**config.mk**
```make
export PLATFORM = sky130hd
export DESIGN_NAME = mem_port_arbiter
export DESIGN_NICKNAME = d
export VERILOG_FILES = /design/src/rtl/mem_port_arbiter.sv
export SDC_FILE = /design/constraint.sdc
export NUM_CORES = 1
export LEC_CHECK = 0
export ABC_AREA = 1
export ABC_CLOCK_PERIOD_IN_PS = 1300
export BUFFER_PORTS_ARGS = -buffer_cell sky130_fd_sc_hd__buf_2
export CAP_MARGIN = 20
export CORE_UTILIZATION = 37
export CTS_BUF_LIST = sky130_fd_sc_hd__clkbuf_16
export DETAILED_ROUTE_END_ITERATION = 6
export GPL_TIMING_DRIVEN = 0
export PLACE_DENSITY = 0.81
export SLEW_MARGIN = 20
export SYNTH_ARGS = -nofsm -noshare
export SYNTH_HDL_FRONTEND = slang
export SYNTH_SLANG_ARGS = --single-unit
```
**constraint.sdc**
```tcl
create_clock -name clk -period 1.3 [get_ports clk]
set_clock_uncertainty 0.05 [all_clocks]
set_input_delay 0.26 -clock clk [delete_from_list [all_inputs] [get_ports clk]]
set_output_delay 0.26 -clock clk [all_outputs]
set_load 0.02 [all_outputs]
```
**src/rtl/mem_port_arbiter.sv**
```systemverilog
// Arbitrates the CPU fetch and data ports onto one memory port. Data wins by
// default; a streak counter forces a fetch grant after MAX_D_STREAK data grants.
module mem_port_arbiter #(
  parameter int unsigned MAX_D_STREAK = 4
) (
  input  logic        clk,
  input  logic        rst,
  input  logic [31:0] imem_address,
  input  logic        imem_read,
  output logic [31:0] imem_rdata,
  output logic        imem_resp,
  input  logic [31:0] dmem_address,
  input  logic        dmem_read,
  input  logic        dmem_write,
  input  logic [31:0] dmem_wdata,
  input  logic [3:0]  dmem_byte_enable,
  output logic [31:0] dmem_rdata,
  output logic        dmem_resp,
  output logic [31:0] mem_address,
  output logic        mem_read,
  output logic        mem_write,
  output logic [31:0] mem_wdata,
  output logic [3:0]  mem_byte_enable,
  input  logic [31:0] mem_rdata,
  input  logic        mem_resp
);

  // Handshake: requesters hold read/write until their one-cycle resp; the
  // memory side sees strobes held stable until its one-cycle mem_resp.
  typedef enum logic [2:0] {
    IDLE   = 3'd0,
    BUSY_I = 3'd1,
    BUSY_D = 3'd2,
    RESP_I = 3'd3,
    RESP_D = 3'd4
  } state_t;

  localparam logic [3:0] STREAK_LIMIT = 4'(MAX_D_STREAK);

  state_t      state;
  state_t      state_next;
  logic [3:0]  streak;
  logic [31:0] addr_q;
  logic [31:0] wdata_q;
  logic [3:0]  be_q;
  logic        write_q;
  logic [31:0] irdata_q;
  logic [31:0] drdata_q;
  logic        d_req;
  logic        i_req;
  logic        grant_d;
  logic        grant_i;

  assign d_req   = dmem_read | dmem_write;
  assign i_req   = imem_read;
  assign grant_d = d_req && (!i_req || (streak < STREAK_LIMIT));
  assign grant_i = i_req && !grant_d;

  always_ff @(posedge clk) begin
    if (rst) state <= IDLE;
    else     state <= state_next;
  end

  always_comb begin
    state_next = state;
    case (state)
      IDLE: begin
        if (grant_d)      state_next = BUSY_D;
        else if (grant_i) state_next = BUSY_I;
      end
      BUSY_I:  if (mem_resp) state_next = RESP_I;
      BUSY_D:  if (mem_resp) state_next = RESP_D;
      RESP_I:  state_next = IDLE;
      RESP_D:  state_next = IDLE;
      default: state_next = IDLE;
    endcase
  end

  // Request fields are captured at grant so later requester changes are invisible.
  always_ff @(posedge clk) begin
    if (rst) begin
      streak   <= 4'd0;
      addr_q   <= 32'd0;
      wdata_q  <= 32'd0;
      be_q     <= 4'd0;
      write_q  <= 1'b0;
      irdata_q <= 32'd0;
      drdata_q <= 32'd0;
    end else begin
      if (state == IDLE) begin
        if (grant_d) begin
          addr_q  <= dmem_address;
          wdata_q <= dmem_wdata;
          be_q    <= dmem_write ? dmem_byte_enable : 4'hF;
          write_q <= dmem_write;
          if (i_req) streak <= (streak == 4'hF) ? 4'hF : streak + 4'd1;
          else       streak <= 4'd0;
        end else if (grant_i) begin
          addr_q  <= imem_address;
          be_q    <= 4'hF;
          write_q <= 1'b0;
          streak  <= 4'd0;
        end
      end
      if (state == BUSY_I && mem_resp) irdata_q <= mem_rdata;
      if (state == BUSY_D && mem_resp) drdata_q <= mem_rdata;
    end
  end

  always_comb begin
    mem_read        = (state == BUSY_I) || ((state == BUSY_D) && !write_q);
    mem_write       = (state == BUSY_D) && write_q;
    mem_address     = addr_q;
    mem_wdata       = wdata_q;
    mem_byte_enable = be_q;
    imem_resp       = (state == RESP_I);
    dmem_resp       = (state == RESP_D);
    imem_rdata      = irdata_q;
    dmem_rdata      = drdata_q;
  end

endmodule

```
==> metrics.md <==
| Metric | Value |
|---|---|
| Post-Place Worst Slack | -0.359 ns |
| Max-slew headroom | 0.574 |
| FP Rows | 44 |
| H-Tree Depth | 4 |
| PnR worst setup slack | -0.230 ns |
| Layout Area Growth over Synthesis | 70.8% |
| DR vias/cell | 4.93 |
| P_int | 11.2 mW |
| CTS tree | built |
| Max-slew violation count | 0 |
| P_sw | 6.19 mW |
| Pre-antenna DRT Iters | 6 |
| Share of cells above drive strength 1 | 0.476 |
| Mapped Nets | 917 |
| Nets | 1260 |
| CP delay by family, top | flip-flops |
| Setup TNS Final | -16.63 ns |
| Hold Vio Cnt, Final | 0 |
| Commonest non-fill, non-tap cell in the layout | buf_2 |
| Total CTS buffers | 17 |
| Die X-Extent | 124 um |
| Filler cell count | 1171 |
| Synth warn | 0 |
| Violated checks | negative setup slack |
| Wire length per cell | 15.0 um |
| Starting density of the core | 0.380 |
| Buffers on Ports | 271 |
| Buf/Inv on CP | 2 |
| Setup crit start | state[0] |
| Synthesized cell area | 5540 um2 |
| Final period utilization | 1.18 |
| Total Power | 17.4 mW |
| Worst EP required | 0.99 ns |
| FMAX | 654 MHz |
| DRC | 0 |
| Clk pwr share | 0.300 |
| ANT nets after route | 0 |
| Total GRT Usage | 0.236 |
| FF+latch count, synth | 140 |
| Worst Setup Path Type | register to primary output |
| R2r startpoint | state[0] |
| CP Capture Type | primary output |
| Initial antenna violation count | 1 |
| Met1 usage | 0.278 |
| Distinct cells, synth | 25 |
| # Max-Cap Violations | 0 |
| Critical path, cell by cell | inv_4 > nand3_4 > o21ai_2 > buf_6 |
| First-pass GRT wire length | 29500 um |
| RSZ-0062 raised after global routing | true |
| Final core area utilization | 0.649 |
| Hold_sp | mem_rdata[4] |
| Vias | 6502 |
| Register area share after synthesis | 0.506 |
| Post-DP HPWL | 12300 um |
| Core box area | 14600 um2 |
| Final setup violation count | 144 |
| Power share of the combinational group | 0.382 |
| Net Sw Frac | 0.355 |
| WL final | 19800 um |
| Die footprint | 15500 um2 |
| Tmin final | 1.53 ns |
| Pin count of the biggest net entering global routing | 17 |
| Critical Path Source Type | register |
| Total power per unit cell area | 1840 nW/um2 |
| Commonest cells after routing, fill and taps aside | 268 x buf_2, 135 x dfxtp_1, 132 x nand2_1, 121 x nor2_1, 54 x nand3_1 |
| Syn Area/Cell | 7.12 um2 |
| Grt met2 use | 0.405 |
| CP max FO | 5 |
| Clk root buf | clkbuf_16 |
| Skew-Pair Late Insertion Delay | 0.41 ns |
| Vias in the first global route | 6146 |
| Syn Inst Count | 778 |
| M3 GR Usage | 0.0593 |
| Max clock buf depth | 2 |
| Class of the worst hold path | input pin to register |
| RD Place Congestion | 0.822 |
| Crit-path slowest cell | dfxtp_4 |
| Worst-Margin Slew | 0.639 ns |
| Clk slew on worst S/H paths | 0.06 ns |
| GRT overflow | 0 |
| Worst VDD drop | 0.943 mV |
| Register share of total power | 0.317 |
| Initial drt markers | 304 |
| Clock sink count | 140 |
| Leakage | 4.70 nW |
| I/O pin count | 274 |
| GRT Max-Usage Layer | met2 |
| Die Ht | 124 um |
| Largest stage delay, worst path | 0.37 ns |
| CP arrival | 1.22 ns |
| Status | finished, violations left |
-- sequential cells by signal, summed over array words and instances, names as in the netlist --
signal and count:
write_q 1, streak 4, mem_byte_enable 4, imem_rdata 32
dmem_rdata 32, mem_address 32, mem_wdata 32, state 3
-- what timing repair did --
item                                    in CTS  in global routing
endpoints found under the setup margin     141                144
buffers inserted                            17                 19
cloned                                      16                  4
hold buffers                                 4                  0
pin swaps                                   25                 83
endpoints found under the hold margin        4                  0
gates resized for setup                    124                232
-- path summary, 6_finish.rpt --
check        slack (ns)  cells after the start             end
min                0.04                      3   dmem_rdata[4]
max reg2reg       -0.23                      9  dmem_rdata[31]
min reg2reg        0.41                      2   imem_rdata[5]
max               -0.23                      4        mem_read
-- tightest hold or removal path, stage by stage --
cell and delay, ns:
buf_2 0.10, nor2_2 0.04, nor2_1 0.07
-- Yosys cell counts, drive strengths merged --
library cell | count | area (um2)
dfxtp | 140 | 2800
inv | 46 | 175
nand2 | 149 | 577
nand4 | 1 | 6.26
o21ai | 70 | 354
a21oi | 39 | 195
buf | 29 | 168
nor3 | 1 | 5.00
nand3 | 72 | 370
ha | 1 | 12.5
nor2 | 209 | 797
clkbuf | 21 | 80.1
-- layout make-up --
cell class | instances | area [um2] | share of cell area
inverters | 46 | 213 | 0.0225
plain buffers | 47 | 434 | 0.0459
clock inverters | 14 | 208 | 0.0219
diodes | 1 | 2.50 | 0.000264
flip-flops and latches | 140 | 2820 | 0.298
well taps | 184 | 230 | 0.0243
clock buffers | 17 | 425 | 0.0449
multi-input cells | 543 | 3000 | 0.317
repair buffers | 326 | 2130 | 0.225
-- stage by stage --
stage | instances | cell area [um2] | hold WS (ns)
CTS | 1301 | 8560 | 0.0193
detailed placement | 1233 | 7130 | 0.399
global placement | 1233 | 7130 | 0.396
global route | 1318 | 9470 | 0.0341
finish | 1318 | 9470 | 0.0359
floorplan | 778 | 5550 | 0.331
-- power groups by stage --
stage | registers (mW) | clock network (mW) | logic [mW]
after floorplan | 6.28 | 0 | 1.93
after global placement | 5.42 | 0 | 4.20
after detailed placement | 5.45 | 0 | 4.25
after CTS | 5.39 | 5.32 | 5.38
after global routing | 5.61 | 5.52 | 7.15
final | 5.53 | 5.24 | 6.66
-- logic make-up (layout without fill, tap and decap cells) --
family | Yosys count | in the layout | synth area share
flops | 140 | 140 | 0.506
buf+inv | 96 | 450 | 0.0763
compound gates | 109 | 109 | 0.0991
simple gates | 432 | 433 | 0.317
fa+ha+maj | 1 | 1 | 0.00226
other cells | 0 | 1 | 0
-- layer usage --
metal | vias up | share of wire
met5 | - | 0
met4 | 0 | 0.030
met3 | 46 | 0.062
met2 | 290 | 0.51
met1 | 3004 | 0.40
li1 | 3162 | -
No activity file was read; power rests on OpenSTA's default activity.
